==> config.mk <==
export PLATFORM = sky130hd
export DESIGN_NAME = saph_fpu_issue_flat
export DESIGN_NICKNAME = d
export VERILOG_FILES = /design/src/rtl/saph_fpu_issue_if.sv /design/src/rtl/saph_fpu_issue.sv /design/src/flat_wrapper.sv
export SDC_FILE = /design/constraint.sdc
export NUM_CORES = 1
export LEC_CHECK = 0
export CAP_MARGIN = 5
export CORE_AREA = 8 8 164 166
export CTS_CLUSTER_DIAMETER = 120
export DETAILED_ROUTE_END_ITERATION = 16
export DIE_AREA = 0 0 172 174
export PLACE_DENSITY = 0.5
export SLEW_MARGIN = 0
export SYNTH_ARGS = -nofsm -noshare
export SYNTH_HDL_FRONTEND = slang
export SYNTH_SLANG_ARGS = --single-unit
==> constraint.sdc <==
create_clock -name clk -period 5.8 [get_ports clk]
set_input_delay 1.16 -clock clk [delete_from_list [all_inputs] [get_ports clk]]
set_output_delay 1.16 -clock clk [all_outputs]
set_load 0.01 [all_outputs]
==> src/rtl/saph_fpu_issue_if.sv <==
// Bundle of requester, FPI and response signals for the FPU issue stage.
// The master side is the issue stage itself; the slave side is the surrounding environment.
interface saph_fpu_issue_if #(
    parameter int N      = 4,
    parameter int WIDTH  = 32,
    parameter int MODE_W = 4
);
    localparam int ID_W = $clog2(N);

    logic [N-1:0]          req_valid;
    logic [N-1:0]          req_ready;
    logic [N*WIDTH-1:0]    req_lhs;
    logic [N*WIDTH-1:0]    req_rhs;
    logic [N*MODE_W-1:0]   req_mode;

    logic                  d_trig;
    logic [WIDTH-1:0]      d_lhs;
    logic [WIDTH-1:0]      d_rhs;
    logic [MODE_W-1:0]     d_mode;
    logic                  d_ready;
    logic [WIDTH-1:0]      q_res;
    logic [2**MODE_W-1:0]  has_modes;

    logic                  resp_valid;
    logic [ID_W-1:0]       resp_id;
    logic [WIDTH-1:0]      resp_res;
    logic                  resp_err;
    logic                  busy;

    modport master (
        input  req_valid, req_lhs, req_rhs, req_mode, d_ready, q_res, has_modes,
        output req_ready, d_trig, d_lhs, d_rhs, d_mode,
        output resp_valid, resp_id, resp_res, resp_err, busy
    );

    modport slave (
        output req_valid, req_lhs, req_rhs, req_mode, d_ready, q_res, has_modes,
        input  req_ready, d_trig, d_lhs, d_rhs, d_mode,
        input  resp_valid, resp_id, resp_res, resp_err, busy
    );
endinterface

==> src/rtl/saph_fpu_issue.sv <==
// Round-robin issue stage feeding one fixed-latency FPU; a tag pipeline follows each op
// so its result (or an unsupported-mode error) returns tagged with the requester index.
module saph_fpu_issue #(
    parameter int N       = 4,
    parameter int WIDTH   = 32,
    parameter int MODE_W  = 4,
    parameter int LATENCY = 3
) (
    input  logic             clk,
    input  logic             rst,
    saph_fpu_issue_if.master bus
);
    localparam int ID_W = $clog2(N);

    if (LATENCY < 1) begin : g_bad_latency
        $error("saph_fpu_issue: LATENCY must be at least 1");
    end
    if (N < 2) begin : g_bad_n
        $error("saph_fpu_issue: N must be at least 2");
    end

    logic [ID_W-1:0]    ptr;
    logic [N-1:0]       eligible;
    logic               grant;
    logic [ID_W-1:0]    grant_idx;
    logic [MODE_W-1:0]  grant_mode;
    logic               legal;

    logic [LATENCY-1:0] tag_valid;
    logic [LATENCY-1:0] tag_err;
    logic [ID_W-1:0]    tag_id [LATENCY];

    // First eligible requester at or above ptr, wrapping; reset and FPU stall empty the set.
    always_comb begin
        eligible  = (bus.d_ready && !rst) ? bus.req_valid : '0;
        grant     = 1'b0;
        grant_idx = '0;
        for (int k = 0; k < N; k++) begin
            if (!grant && eligible[(int'(ptr) + k) % N]) begin
                grant     = 1'b1;
                grant_idx = ID_W'((int'(ptr) + k) % N);
            end
        end
    end

    always_comb begin
        grant_mode    = bus.req_mode[int'(grant_idx)*MODE_W +: MODE_W];
        legal         = bus.has_modes[grant_mode];
        bus.req_ready = '0;
        bus.d_trig    = 1'b0;
        bus.d_lhs     = '0;
        bus.d_rhs     = '0;
        bus.d_mode    = '0;
        if (grant) begin
            bus.req_ready[grant_idx] = 1'b1;
            bus.d_trig               = legal;
            bus.d_lhs                = bus.req_lhs[int'(grant_idx)*WIDTH +: WIDTH];
            bus.d_rhs                = bus.req_rhs[int'(grant_idx)*WIDTH +: WIDTH];
            bus.d_mode               = grant_mode;
        end
    end

    always_ff @(posedge clk) begin
        if (rst) begin
            ptr <= '0;
        end else if (grant) begin
            ptr <= (int'(grant_idx) == N - 1) ? '0 : grant_idx + ID_W'(1);
        end
    end

    // Only the valid bits need clearing; id/err are don't-care while their valid is low.
    always_ff @(posedge clk) begin
        if (rst) begin
            tag_valid <= '0;
        end else begin
            tag_valid[0] <= grant;
            for (int s = 1; s < LATENCY; s++) begin
                tag_valid[s] <= tag_valid[s-1];
            end
        end
    end

    always_ff @(posedge clk) begin
        tag_id[0]  <= grant_idx;
        tag_err[0] <= ~legal;
        for (int s = 1; s < LATENCY; s++) begin
            tag_id[s]  <= tag_id[s-1];
            tag_err[s] <= tag_err[s-1];
        end
    end

    always_ff @(posedge clk) begin
        if (rst) begin
            bus.resp_valid <= 1'b0;
            bus.resp_id    <= '0;
            bus.resp_res   <= '0;
            bus.resp_err   <= 1'b0;
        end else begin
            bus.resp_valid <= tag_valid[LATENCY-1];
            bus.resp_id    <= tag_id[LATENCY-1];
            bus.resp_err   <= tag_err[LATENCY-1];
            bus.resp_res   <= tag_err[LATENCY-1] ? '0 : bus.q_res;
        end
    end

    assign bus.busy = !rst && ((|tag_valid) || bus.resp_valid);
endmodule
==> src/flat_wrapper.sv <==
// flat-port wrapper written by rule: the top's interface ports become plain ports
module saph_fpu_issue_flat 
#(
    parameter int N       = 4,
    parameter int WIDTH   = 32,
    parameter int MODE_W  = 4,
    parameter int LATENCY = 3
)
  (clk, rst, bus_req_valid, bus_req_lhs, bus_req_rhs, bus_req_mode, bus_d_ready, bus_q_res, bus_has_modes, bus_req_ready, bus_d_trig, bus_d_lhs, bus_d_rhs, bus_d_mode, bus_resp_valid, bus_resp_id, bus_resp_res, bus_resp_err, bus_busy);
  saph_fpu_issue_if #(.N(N), .WIDTH(WIDTH), .MODE_W(MODE_W)) bus_i ();
  input  logic clk;
  input  logic rst;
  input wire logic [$bits(bus_i.req_valid)-1:0] bus_req_valid;
  input wire logic [$bits(bus_i.req_lhs)-1:0] bus_req_lhs;
  input wire logic [$bits(bus_i.req_rhs)-1:0] bus_req_rhs;
  input wire logic [$bits(bus_i.req_mode)-1:0] bus_req_mode;
  input wire logic [$bits(bus_i.d_ready)-1:0] bus_d_ready;
  input wire logic [$bits(bus_i.q_res)-1:0] bus_q_res;
  input wire logic [$bits(bus_i.has_modes)-1:0] bus_has_modes;
  output wire logic [$bits(bus_i.req_ready)-1:0] bus_req_ready;
  output wire logic [$bits(bus_i.d_trig)-1:0] bus_d_trig;
  output wire logic [$bits(bus_i.d_lhs)-1:0] bus_d_lhs;
  output wire logic [$bits(bus_i.d_rhs)-1:0] bus_d_rhs;
  output wire logic [$bits(bus_i.d_mode)-1:0] bus_d_mode;
  output wire logic [$bits(bus_i.resp_valid)-1:0] bus_resp_valid;
  output wire logic [$bits(bus_i.resp_id)-1:0] bus_resp_id;
  output wire logic [$bits(bus_i.resp_res)-1:0] bus_resp_res;
  output wire logic [$bits(bus_i.resp_err)-1:0] bus_resp_err;
  output wire logic [$bits(bus_i.busy)-1:0] bus_busy;
  assign bus_i.req_valid = bus_req_valid;
  assign bus_i.req_lhs = bus_req_lhs;
  assign bus_i.req_rhs = bus_req_rhs;
  assign bus_i.req_mode = bus_req_mode;
  assign bus_i.d_ready = bus_d_ready;
  assign bus_i.q_res = bus_q_res;
  assign bus_i.has_modes = bus_has_modes;
  assign bus_req_ready = bus_i.req_ready;
  assign bus_d_trig = bus_i.d_trig;
  assign bus_d_lhs = bus_i.d_lhs;
  assign bus_d_rhs = bus_i.d_rhs;
  assign bus_d_mode = bus_i.d_mode;
  assign bus_resp_valid = bus_i.resp_valid;
  assign bus_resp_id = bus_i.resp_id;
  assign bus_resp_res = bus_i.resp_res;
  assign bus_resp_err = bus_i.resp_err;
  assign bus_busy = bus_i.busy;
  saph_fpu_issue #(.N(N), .WIDTH(WIDTH), .MODE_W(MODE_W), .LATENCY(LATENCY)) u_core (.clk(clk), .rst(rst), .bus(bus_i));
endmodule
# Yosys cells after proc, flatten, opt, wreduce, memory -nomap -nowiden
# Memories as Yosys holds them, arrays and structs flattened. A register that Yosys moved wholly into a read port is not among the register bits.
# Index checks and enable logic that the tools add are counted.
[classes] add_sub_neg=4 n_lt_le_gt_ge=7 n_eq_ne=1 shifts=3 mux=30 n_bitwise=4 reduce_logical=16
[ops] operator="128-bit by 8-bit indexed part select with 32-bit output" n=2
[ops] operator="32-bit two-way mux" n=2
[ops] operator="16-bit by 5-bit indexed part select with 4-bit output" n=1
[ops] operator="1-bit two-way mux" n=14
[ops] operator="3-bit by 4-bit less-than comparator with 1-bit output, second input constant" n=3
[ops] operator="4-bit two-way mux" n=3
[ops] operator="2-bit two-way mux" n=5
[ops] operator="1-bit binary-select mux with 2-bit select" n=4
[ops] operator="2-bit OR reduction" n=4
[ops] operator="1-bit logical AND" n=6
[ops] operator="2-bit by 3-bit less-than comparator with 1-bit output, second input constant" n=2
[ops] operator="4-bit by 5-bit less-than comparator with 1-bit output, second input constant" n=1
[ops] operator="2-bit by 1-bit adder with 2-bit output, second input constant" n=2
[ops] operator="2-bit adder, second input constant" n=2
[ops] operator="1-bit binary-select mux with 4-bit select" n=1
[ops] operator="1-bit logical NOT" n=4
[ops] operator="1-bit bitwise AND, first input constant" n=3
[ops] operator="3-bit OR reduction" n=1
[ops] operator="1-bit demux with 2-bit select" n=1
[ops] operator="2-bit by 1-bit == test with 1-bit output, second input constant" n=1
[ops] operator="2-bit by 1-bit >= comparator with 1-bit output, second input constant" n=1
[ops] operator="1-bit logical OR" n=1
[ops] operator="1-bit inverter" n=1
[totals] reg_bits=42 ramBits=6 inputBits=327 output_inout_bits=110 memories=1
[mem_list] name="u_core.tag_id" depth=3 width=2 read_ports=3 rd_ports_with_merged_regs=1 wr=3 line="saph_fpu_issue.sv:31" rtl="logic [ID_W-1:0] tag_id [LATENCY];"

# Longest topological paths before layout
# Gate-level depths: netlist of the first run.
[logic_depth] ltp_word=20 mapped_depth=11 depth_no_buf=10

# Least setup slack after synthesis of the first run
# Ideal clock, no wire load.
[synth_timing] path_kind="input to output" from="input rst" to="output bus_d_rhs[10]" arrival_time_ns=3.290 required_ns=4.640 path_slack_ns=1.350 cell_stages=8 path_buffers=3 cell_sequence="nand2b_1 > a2111oi_0 > a31o_2 > buf_2 > buf_4 > buf_2 > mux4_2 > and2_1"
[synth_via] elab_chain_len=17 word_cells_on_any_way=30 cone_classes="shift (1); mux (21); reduce/logical (8)"
[synth_rtl] element="start: declaration" line="flat_wrapper.sv:12" rtl="input logic rst;"
[synth_rtl] element="1-bit logical NOT (*)" line="saph_fpu_issue.sv:35" rtl="eligible = (bus.d_ready && !rst) ? bus.req_valid : '0;"
[synth_rtl] element="1-bit logical AND (*)" line="saph_fpu_issue.sv:35"
[synth_rtl] element="4-bit two-way mux (*)" line="saph_fpu_issue.sv:35"
[synth_rtl] element="1-bit binary-select mux with 2-bit select" line="saph_fpu_issue.sv:39" rtl="if (!grant && eligible[(int'(ptr) + k) % N]) begin"
[synth_rtl] element="1-bit two-way mux (implied by the code)" line="saph_fpu_issue.sv:39"
[synth_rtl] element="1-bit two-way mux" line="saph_fpu_issue.sv:39"
[synth_rtl] element="1-bit logical NOT" line="saph_fpu_issue.sv:39"
[synth_rtl] element="1-bit logical AND" line="saph_fpu_issue.sv:39"
[synth_rtl] element="1-bit two-way mux" line="saph_fpu_issue.sv:39"
[synth_rtl] element="1-bit logical NOT" line="saph_fpu_issue.sv:39"
[synth_rtl] element="1-bit logical AND" line="saph_fpu_issue.sv:39"
[synth_rtl] element="1-bit two-way mux" line="saph_fpu_issue.sv:39"
[synth_rtl] element="1-bit logical NOT" line="saph_fpu_issue.sv:39"
[synth_rtl] element="1-bit logical AND" line="saph_fpu_issue.sv:39"
[synth_rtl] element="2-bit two-way mux" line="saph_fpu_issue.sv:39"
[synth_rtl] element="128-bit by 8-bit indexed part select with 32-bit output" line="saph_fpu_issue.sv:58" rtl="bus.d_rhs = bus.req_rhs[int'(grant_idx)*WIDTH +: WIDTH];"
[synth_rtl] element="32-bit two-way mux (*)" line="saph_fpu_issue.sv:54" rtl="if (grant) begin"
[synth_rtl] element="end: declaration" line="flat_wrapper.sv:23" rtl="output wire logic [$bits(bus_i.d_rhs)-1:0] bus_d_rhs;"
# Every way passes the cells marked *; elsewhere a longest branch is shown, timed or not. The select of a mux whose other input is x is not followed.

# Worst setup path after layout of the first run
[layout_timing] from="input bus_req_valid[2]" to="output bus_d_trig"
[layout_via] elab_chain_len=17 word_cells_on_any_way=30 cone_classes="shift (1); mux (23); reduce/logical (6)"
[layout_rtl] element="start: declaration" line="flat_wrapper.sv:13" rtl="input wire logic [$bits(bus_i.req_valid)-1:0] bus_req_valid;"
[layout_rtl] element="4-bit two-way mux (*)" line="saph_fpu_issue.sv:35"
[layout_rtl] element="1-bit binary-select mux with 2-bit select" line="saph_fpu_issue.sv:39"
[layout_rtl] element="1-bit two-way mux (implied by the code)" line="saph_fpu_issue.sv:39"
[layout_rtl] element="1-bit two-way mux" line="saph_fpu_issue.sv:39"
[layout_rtl] element="1-bit logical NOT" line="saph_fpu_issue.sv:39"
[layout_rtl] element="1-bit logical AND" line="saph_fpu_issue.sv:39"
[layout_rtl] element="1-bit two-way mux" line="saph_fpu_issue.sv:39"
[layout_rtl] element="1-bit logical NOT" line="saph_fpu_issue.sv:39"
[layout_rtl] element="1-bit logical AND" line="saph_fpu_issue.sv:39"
[layout_rtl] element="1-bit two-way mux" line="saph_fpu_issue.sv:39"
[layout_rtl] element="1-bit logical NOT" line="saph_fpu_issue.sv:39"
[layout_rtl] element="1-bit logical AND" line="saph_fpu_issue.sv:39"
[layout_rtl] element="2-bit two-way mux" line="saph_fpu_issue.sv:39"
[layout_rtl] element="16-bit by 5-bit indexed part select with 4-bit output" line="saph_fpu_issue.sv:47" rtl="grant_mode = bus.req_mode[int'(grant_idx)*MODE_W +: MODE_W];"
[layout_rtl] element="1-bit binary-select mux with 4-bit select" line="saph_fpu_issue.sv:48" rtl="legal = bus.has_modes[grant_mode];"
[layout_rtl] element="1-bit two-way mux (implied by the code)" line="saph_fpu_issue.sv:48"
[layout_rtl] element="1-bit two-way mux (*)" line="saph_fpu_issue.sv:54"
[layout_rtl] element="end: declaration" line="flat_wrapper.sv:21" rtl="output wire logic [$bits(bus_i.d_trig)-1:0] bus_d_trig;"
# Marks and branches as above.

==> flow_summary.json, run 1 <==
{
  "met3_usage_pct": 5.72,
  "relSlewSlack_pct": 39.2,
  "yosys.area.top_type_share_pct": 38.5,
  "min_period_over_period_pct": 96.0,
  "layout_common_cells": "436 x clkdlybuf4s50_1, 102 x and2_1, 64 x mux4_2",
  "internal_power_mw": 0.914,
  "antenna_found_initial": 3,
  "grt_pass1_vias": 4687,
  "drtIter0Drc": 198,
  "core_um2": 24500,
  "slew_violations": 0,
  "clock.fmax_ghz": 0.180,
  "grt_util_all_layers_pct": 15.0,
  "io_pins": 437,
  "clkTransAtPathRegs_ps": 70,
  "pwr-share-comb_pct": 42.8,
  "status": "complete, no violations",
  "period_minus_slack_ps": 5570,
  "hold_violations": 0,
  "whs_ps": 328,
  "r2r_start": "u_core.ptr[1]$_SDFFE_PP0N_",
  "rsz0062_at_grt": "false",
  "synth_seq_area_share_pct": 26.7,
  "grt_max_degree": 51,
  "area_delta_synth_final_pct": 132,
  "ys_warn_count": 0,
  "tightestPinTransition_ps": 910,
  "firstDrtPassIters": 4,
  "p_switching_mw": 0.283,
  "drive_gt1_share_pct": 12.1,
  "cp-start-kind": "input port",
  "setup_tns_ps": 0,
  "crit_required_ps": 4640,
  "syn_nets": 653,
  "vdd_drop_max_mv": 0.140,
  "startpoint": "bus_req_valid[2]",
  "cts_max_level": 2,
  "final_nets": 1081,
  "yosysTopAreaCell": "mux4_2",
  "grt_pass1_wl_um": 33000,
  "cts_buffers": 5,
  "postSynthCellCount": 322,
  "critPathKind": "in -> out",
  "cts_tree": "yes",
  "swShare_pct": 23.6,
  "clkLatencyLatePin_ps": 290,
  "leakage_nw": 3.07,
  "hold_class": "reg -> reg",
  "hp-start": "u_core.tag_id[1][1]$_DFF_P_",
  "ys_top_cells_by_area": "mux4_2 39%, dfxtp_1 27%, and2_1 17%",
  "top_usage_layer": "met2",
  "fill_cells": 2541,
  "postCtsSetupRepairBufs": 0,
  "drv_cap": 0,
  "dieArea_um2": 29900,
  "drt_wl_total_um": 23700,
  "rows": 58,
  "syn_area_um2": 3740,
  "die_x_um": 172,
  "route.detailed.drc": 0,
  "grt_use_met1_pct": 16.4,
  "clockBufferDepth": 2,
  "final_common_cell": "clkdlybuf4s50_1",
  "cts_root_buf": "clkbuf_16",
  "seqPwrFrac_pct": 31.8,
  "initial_utilization_pct": 15.3,
  "skew_ps": 4.67,
  "pwr-share-clk_pct": 25.5,
  "final_antenna_net_count": 0,
  "vias": 4295,
  "ys_types": 30,
  "vias_per_cell": 3.96,
  "gp_congestion": 0.801,
  "syn_avg_cell_area_um2": 11.6,
  "ys_ff_latch": 50,
  "cts_sinks": 50,
  "crit_fanout": 9,
  "p_per_area_nw_per_um2": 138,
  "grt-ovfl-total": 0,
  "dpl.hpwl_um": 20900,
  "routedWlPerCell_um": 21.9,
  "final-seq-area_um2": 1000,
  "setup_viol": 0,
  "met2_usage_pct": 27.1,
  "critPathCaptureType": "output pin",
  "critical_path_arrival_ps": 4410,
  "fp.dieH_um": 174,
  "io_buffer_count": 436,
  "multiInputGateArea_um2": 2610
}
metal layers:
metal  share of wire (%)  vias to the layer above
li1                    -                     2040
met1                  36                     1999
met5               0.046                        -
met3                  11                       17
met4                 1.3                        2
met2                  52                      237
critical path, stage by stage:
cell and delay [ps]:
clkdlybuf4s50_1 550, nor2_1 100, a2111oi_1 450, a31o_4 250
inv_1 160, nand2_1 100, a32oi_1 120, buf_4 230
mux2i_1 120, a22oi_1 180, nand2_1 100, a211oi_1 270
clkdlybuf4s50_1 590
cells by family after synthesis:
logic type / after synthesis / synth area share, %
adders and majority gates: 4 / 1.34
muxes: 78 / 42.3
buffers and inverters: 31 / 3.74
AOI/OAI and AO/OA: 18 / 3.88
DFF: 50 / 26.7
and+or+nand+nor: 141 / 22.0
registers in the layout (all words and copies together), names as in the netlist:
| register | count |
|---|---|
| u_core.tag_valid | 3 |
| u_core.ptr | 2 |
| u_core.bus.resp_valid | 1 |
| u_core.bus.resp_id | 2 |
| u_core.bus.resp_res | 32 |
| u_core.bus.resp_err | 1 |
| u_core.tag_id | 6 |
| u_core.tag_err | 3 |
worst paths after layout:
check | to | cells after the start | slack, ps
worst min register to register | u_core.tag_id[2][1]$_DFF_P_ | 0 | 330
worst max register to register | u_core.tag_err[0]$_DFF_P_ | 11 | 3240
worst min-delay path | u_core.tag_id[2][1]$_DFF_P_ | 0 | 330
worst max-delay path | bus_d_trig | 13 | 230
per-stage QoR:
| stage | total power, mW | cell area, um^2 | worst slack [ps] | utilization, % | std cells |
|---|---|---|---|---|---|
| 3_5_place_dp | 0.906 | 8510 | 150 | 34.7 | 1073 |
| 2_1_floorplan | 0.554 | 3740 | 1350 | - | 322 |
| 4_1_cts | 1.22 | 8670 | 142 | 35.3 | 1081 |
| 3_3_place_gp | 0.907 | 8510 | 215 | 34.7 | 1073 |
| 5_1_grt | 1.26 | 8680 | 1.89 | 35.4 | 1083 |
| 6_report | 1.20 | 8680 | 231 | 35.4 | 1084 |
Yosys cell counts:
cell type / count
mux4_2: 64
nand3_1: 1
a31oi_1: 1
a21o_1: 3
dfxtp_1: 50
a2111oi_4: 1
buf_4: 4
nor2_1: 11
a31o_2: 1
buf_1: 1
inv_1: 2
a211oi_1: 1
nor4_1: 1
buf_2: 7
mux2i_1: 12
a22oi_1: 4
nor3_1: 1
inv_2: 1
nand2_1: 12
a2111oi_0: 1
ha_1: 4
a21oi_1: 4
clkinv_1: 1
a32oi_1: 1
o21ai_0: 1
nor2b_1: 8
mux2_2: 2
and2_1: 102
clkbuf_1: 15
nand2b_1: 5
power by group through the flow:
stage | logic [mW] | clock network (mW) | registers, mW
after floorplan | 0.156 | 0 | 0.397
after global placement | 0.518 | 0 | 0.389
after detailed placement | 0.517 | 0 | 0.389
after CTS | 0.520 | 0.319 | 0.381
after global routing | 0.547 | 0.329 | 0.383
final | 0.512 | 0.305 | 0.380
cell type report:
class | count | share of cell area, %
Antenna cell | 3 | 0.0865
Clock buffer | 7 | 1.76
Clock inverter | 1 | 0.101
Inverter | 4 | 0.173
Multi-Input combinational cell | 241 | 30.1
Sequential cell | 50 | 11.5
Tap cell | 330 | 4.76
Timing Repair Buffer | 448 | 51.5
timing repair:
item | in CTS | in global routing
gates resized for setup | 0 | 1
hold buffers | 0 | 0
endpoints found under the setup margin | 0 | 1
No activity file was read; power rests on OpenSTA's default activity.
==> inputs of run 2 (changes only) <==
ABC_AREA = 1   (was not set)
CORE_AREA = 8 8 163 165   (was 8 8 164 166)
DIE_AREA = 0 0 171 173   (was 0 0 172 174)
PLACE_DENSITY = 0.52   (was 0.5)
==> run 2 against run 1 <==
Net effect:
- register-to-register slack barely moved
- setup slack improved by 36 ps
- global-route usage rose by 2.5 points
- largest power group unchanged
- utilization rose by 2.2 points
- critical path depth rose by 2
- clock skew fell by 1.9 ps
- routed wire length rose by 17%
- highest routed layer is now met4
- flip-flop and latch count did not move
- sequential power rose by 21%
- worst hold slack barely moved
- combinational power rose to 12 times the previous value
==> flow_summary.json, run 2 <==
{
  "status": "complete, no violations",
  "wl_met1_um": 10300,
  "slew_violations": 0,
  "final_antenna_net_count": 0,
  "yosys.area.top_type_share_pct": 24.6,
  "grt_max_degree": 55,
  "critical_path_arrival_ps": 4370,
  "rrSetupSlack_ps": 3250,
  "cts_max_level": 2,
  "gp_congestion": 0.888,
  "grt_pass1_vias": 6358,
  "cts_sinks": 50,
  "ys_warn_count": 0,
  "die_x_um": 171,
  "antenna_found_initial": 3,
  "fin_area_um2": 9000,
  "area_delta_synth_final_pct": 121,
  "min_period_over_period_pct": 95.4,
  "initial_utilization_pct": 17.0,
  "top_layer": "met4",
  "vias_per_cell": 4.44,
  "core_um2": 24000,
  "drive_gt1_share_pct": 5.30,
  "pwr-share-comb_pct": 88.2,
  "syn_avg_cell_area_um2": 6.29,
  "hold_class": "reg -> reg",
  "crit_fanout": 22,
  "leakage_nw": 3.65,
  "grt-ovfl-total": 0,
  "fp.dieH_um": 173,
  "p_switching_mw": 3.34,
  "dieArea_um2": 29600,
  "hp-start": "u_core.tag_id[0][0]$_DFF_P_",
  "syn_area_um2": 4070,
  "cts_root_buf": "clkbuf_16",
  "final_nets": 1386,
  "synth.top_cells.by_count": "167 x nand2_1, 129 x a21oi_1, 64 x a221oi_1",
  "skew_ps": 2.78,
  "clock.fmax_ghz": 0.181,
  "postCtsSetupRepairBufs": 0,
  "place_area_um2": 8820,
  "pwr-share-clk_pct": 5.0,
  "critPathCaptureType": "output pin",
  "io_pins": 437,
  "ys_types": 27,
  "synth-main-ff-cell": "dfxtp_1",
  "fill_cells": 2561,
  "p_per_area_nw_per_um2": 751,
  "r2r_start": "u_core.ptr[0]$_SDFFE_PP0N_",
  "routedWlPerCell_um": 20.1,
  "vdd_drop_max_mv": 0.320,
  "ys_top_cells_by_area": "dfxtp_1 25%, a21oi_1 16%, nand2_1 15%",
  "synth_edf_count": 0,
  "top_regs": "u_core.bus.resp_res: 32 flops, u_core.tag_id: 6 flops",
  "seqPwrFrac_pct": 6.8,
  "clkLatencyLatePin_ps": 290,
  "async_flop_share_pct": 0,
  "drtIter0Drc": 371,
  "final_core_util_pct": 37.6,
  "clkTransAtPathRegs_ps": 60,
  "io_buffer_count": 436,
  "layout_common_cells": "436 x clkdlybuf4s50_1, 167 x nand2_1, 129 x a21oi_1",
  "crit_required_ps": 4640,
  "rows": 57,
  "final_common_cell": "clkdlybuf4s50_1",
  "dp_cells": 1372,
  "hold_violations": 0,
  "vias": 6141,
  "postSynthCellCount": 647,
  "drv_cap": 0,
  "rsz0062_at_grt": "false",
  "route.detailed.drc": 0,
  "period_minus_slack_ps": 5530,
  "top_register": "u_core.bus.resp_res",
  "tightestPinTransition_ps": 1040,
  "critPathKind": "in -> out",
  "largest_register_ffs": 32,
  "yosysTopAreaCell": "dfxtp_1",
  "ys_ff_latch": 50,
  "cts_buffers": 5,
  "grt_pass1_wl_um": 39800,
  "grt_util_all_layers_pct": 17.5,
  "yosysMostFrequentCell": "nand2_1",
  "startpoint": "rst",
  "relSlewSlack_pct": 30.5,
  "dpl.hpwl_um": 22900,
  "drt_wl_total_um": 27700,
  "cp-start-kind": "input port",
  "cts_tree": "yes",
  "clockBufferDepth": 2,
  "final_cells": 1383,
  "setup_viol": 0,
  "syn_nets": 978,
  "synth_seq_area_share_pct": 24.6,
  "swShare_pct": 49.4,
  "p_total_mw": 6.76,
  "wl_met3_um": 2620,
  "firstDrtPassIters": 5,
  "wl_met2_um": 14400,
  "setup_tns_ps": 0,
  "internal_power_mw": 3.42
}
-- run 2: kinds of logic after synthesis --
kind of cell               Yosys count  share of synthesized area [%]
AOI/OAI and AO/OA                  197                           30.2
adders and majority gates            4                           1.23
buffers and inverters              112                           13.0
DFF                                 50                           24.6
and+or+nand+nor                    284                           31.0
-- run 2: power by group through the flow --
stage	Sequential (mW)	Clock, mW	Combinational, mW
after floorplan	0.483	0	3.12
after global placement	0.468	0	6.02
after detailed placement	0.469	0	5.97
after CTS	0.462	0.345	6.01
after global routing	0.470	0.359	6.48
final	0.461	0.335	5.96
-- run 2: worst paths after layout --
| check | end | depth (start not counted) |
|---|---|---|
| max | bus_d_rhs[15] | 15 |
| min | u_core.tag_id[1][0]$_DFF_P_ | 0 |
| max reg2reg | u_core.tag_err[0]$_DFF_P_ | 18 |
| min reg2reg | u_core.tag_id[1][0]$_DFF_P_ | 0 |
-- run 2: metal layers --
layer  GRT usage [%]  vias up
met5               0        -
li1                -     3057
met1            19.0     2750
met3            5.01       28
met2            32.6      306
met4            4.17        0
-- run 2: worst max-delay path, cell delays in order --
cell	delay, ps
clkdlybuf4s50_1	550
inv_4	80
nand3_1	70
nand2_1	90
nand3_1	120
and2_1	300
nand2_1	110
nand2_2	130
nand3_4	110
inv_4	230
buf_12	220
buf_12	160
a21oi_1	140
a221oi_1	280
clkdlybuf4s50_1	610
-- run 2: metrics by stage --
stage / hold WS [ps] / setup slack, ps
2_1_floorplan: 310 / 1630
3_3_place_gp: 310 / 87.8
3_5_place_dp: 312 / 89.6
4_1_cts: 327 / 69.6
5_1_grt: 334 / 6.90
6_report: 328 / 266
-- run 2: final cells by class --
type                            instances  area, um^2  share of cell area (%)
Antenna cell                            3        7.51                  0.0834
Clock inverter                          3        43.8                   0.486
Timing Repair Buffer                  458        4660                    51.7
Tap cell                              324         405                    4.50
Multi-Input combinational cell        485        2550                    28.3
Inverter                               55         214                    2.38
Clock buffer                            5         125                    1.39
Sequential cell                        50        1000                    11.1
-- run 2: repair_timing --
action,4_1_cts,5_1_grt
gates resized for setup,0,2
setup endpoints to repair,0,1
hold buffers,0,0
==> inputs of run 3 (changes only) <==
CORE_AREA = 2 2 172 174   (was 8 8 163 165)
DIE_AREA = 0 0 174 176   (was 0 0 171 173)
PLACE_DENSITY = 0.45   (was 0.52)
==> run 3 against run 2 <==
Net effect:
- via count decreased by 0.67%
- clock power down 16%
- sequential power about the same
- maximum frequency up 0.40%
- critical path depth decreased by 2
- first-iteration DRC count shrank 38%
- sequential share of layout area hardly changed
- clock skew increased by 1.6 ps
- combinational power fell by 2%
- power shrank 2.9%
- worst hold slack lost 0.74 ps
- global-route usage is 2.5 points lower
- highest routed layer is now met5
==> flow_summary.json, run 3 (same netlist as run 2, synthesis figures left out) <==
{
  "vdd_drop_max_mv": 0.365,
  "cts_buffers": 5,
  "clock.fmax_ghz": 0.181,
  "drt_wl_total_um": 24500,
  "swShare_pct": 50.4,
  "drive_gt1_share_pct": 4.66,
  "rsz0062_at_grt": "false",
  "dieArea_um2": 30600,
  "io_buffer_count": 436,
  "status": "complete, no violations",
  "antenna_found_initial": 2,
  "hold_violations": 0,
  "cts_hold_buffers": 0,
  "place_area_um2": 8830,
  "internal_power_mw": 3.25,
  "grt-ovfl-total": 0,
  "critPathCaptureType": "output pin",
  "grt_util_all_layers_pct": 15.0,
  "clkLatencyLatePin_ps": 280,
  "firstDrtPassIters": 4,
  "hold_class": "reg -> reg",
  "cts_sinks": 50,
  "fill_cells": 3148,
  "fin_area_um2": 8970,
  "drv_cap": 0,
  "seqPwrFrac_pct": 7.0,
  "grt_pass1_vias": 6260,
  "core_um2": 28500,
  "top_regs": "u_core.bus.resp_res: 32 flops, u_core.tag_id: 6 flops",
  "io_pins": 437,
  "die_x_um": 174,
  "vias": 6100,
  "top_register": "u_core.bus.resp_res",
  "cts-resized-gates": 0,
  "final_cells": 1436,
  "final_nets": 1382,
  "min_period_over_period_pct": 95.0,
  "crit_required_ps": 4640,
  "layout_common_cells": "436 x clkdlybuf4s50_1, 167 x nand2_1, 129 x a21oi_1",
  "cts_root_buf": "clkbuf_16",
  "dp_cells": 1428,
  "grt_max_degree": 84,
  "cts_tree": "yes",
  "crit_fanout": 42,
  "p_switching_mw": 3.31,
  "routedWlPerCell_um": 17.0,
  "pwr-share-comb_pct": 88.8,
  "p_total_mw": 6.57,
  "critPathKind": "in -> out",
  "relSlewSlack_pct": 63.9,
  "skew_ps": 4.37,
  "setup_tns_ps": 0,
  "cts_max_level": 2,
  "final_antenna_net_count": 0,
  "p_per_area_nw_per_um2": 732,
  "pwr-share-clk_pct": 4.3,
  "clockBufferDepth": 2,
  "clkTransAtPathRegs_ps": 60,
  "slew_violations": 0,
  "drtIter0Drc": 230,
  "initial_utilization_pct": 14.3,
  "tightestPinTransition_ps": 541,
  "rows": 62,
  "fp.dieH_um": 176,
  "setup_viol": 0,
  "vias_per_cell": 4.25,
  "whs_ps": 327,
  "grt_pass1_wl_um": 36000,
  "period_minus_slack_ps": 5510,
  "final_common_cell": "clkdlybuf4s50_1",
  "dpl.hpwl_um": 19700,
  "postCtsSetupRepairBufs": 0,
  "critical_path_arrival_ps": 4350,
  "leakage_nw": 3.59,
  "gp_congestion": 0.788,
  "area_delta_synth_final_pct": 120,
  "cp-start-kind": "input port",
  "route.detailed.drc": 0,
  "largest_register_ffs": 32
}
run 3: path summary, 6_finish.rpt:
check        cells past startpoint                   startpoint                           to  slack (ps)
min                              0  u_core.tag_id[0][1]$_DFF_P_  u_core.tag_id[1][1]$_DFF_P_         330
max reg2reg                     13   u_core.ptr[0]$_SDFFE_PP0N_   u_core.ptr[1]$_SDFFE_PP0N_        3110
max                             13                          rst                bus_d_lhs[25]         290
min reg2reg                      0  u_core.tag_id[0][1]$_DFF_P_  u_core.tag_id[1][1]$_DFF_P_         330
run 3: layout make-up:
cell class / instances / area [um^2] / share of cell area, %
Timing Repair Buffer: 454 / 4590 / 51.2
Multi-Input combinational cell: 485 / 2550 / 28.4
Sequential cell: 50 / 1000 / 11.2
Tap cell: 384 / 480 / 5.36
Inverter: 55 / 214 / 2.39
Clock buffer: 6 / 129 / 1.44
Clock inverter: 1 / 7.51 / 0.0837
Antenna cell: 1 / 2.50 / 0.0279
run 3: layer usage:
metal	share of wire, %	track usage (%)	up-vias
li1	-	-	3037
met1	40	17.2	2724
met2	50	27.3	307
met3	8.3	4.20	30
met4	2.2	4.03	2
met5	0.049	0	-
run 3: power by group through the flow:
stage | clock, mW | combinational (mW) | sequential (mW)
6_report | 0.280 | 5.83 | 0.458
2_1_floorplan | 0 | 3.12 | 0.483
3_3_place_gp | 0 | 5.95 | 0.466
4_1_cts | 0.296 | 5.95 | 0.458
3_5_place_dp | 0 | 5.92 | 0.466
5_1_grt | 0.306 | 6.39 | 0.468
run 3: worst max-delay path, stage by stage:
cell             delay [ps]
clkdlybuf4s50_1         530
inv_4                    70
nand3_1                  70
nand2_1                  90
nand3_1                 130
and2_1                  300
nand3_2                 200
nand3_4                 160
buf_4                   180
buf_4                   380
nand2_1                 100
a221oi_1                320
clkdlybuf4s50_1         630
run 3: stage by stage:
step           utilization (%)  worst slack, ps
2_1_floorplan                -             1630
3_3_place_gp              30.9              333
3_5_place_dp              30.9              290
4_1_cts                   31.4              253
5_1_grt                   31.4             17.3
6_report                  31.4              289
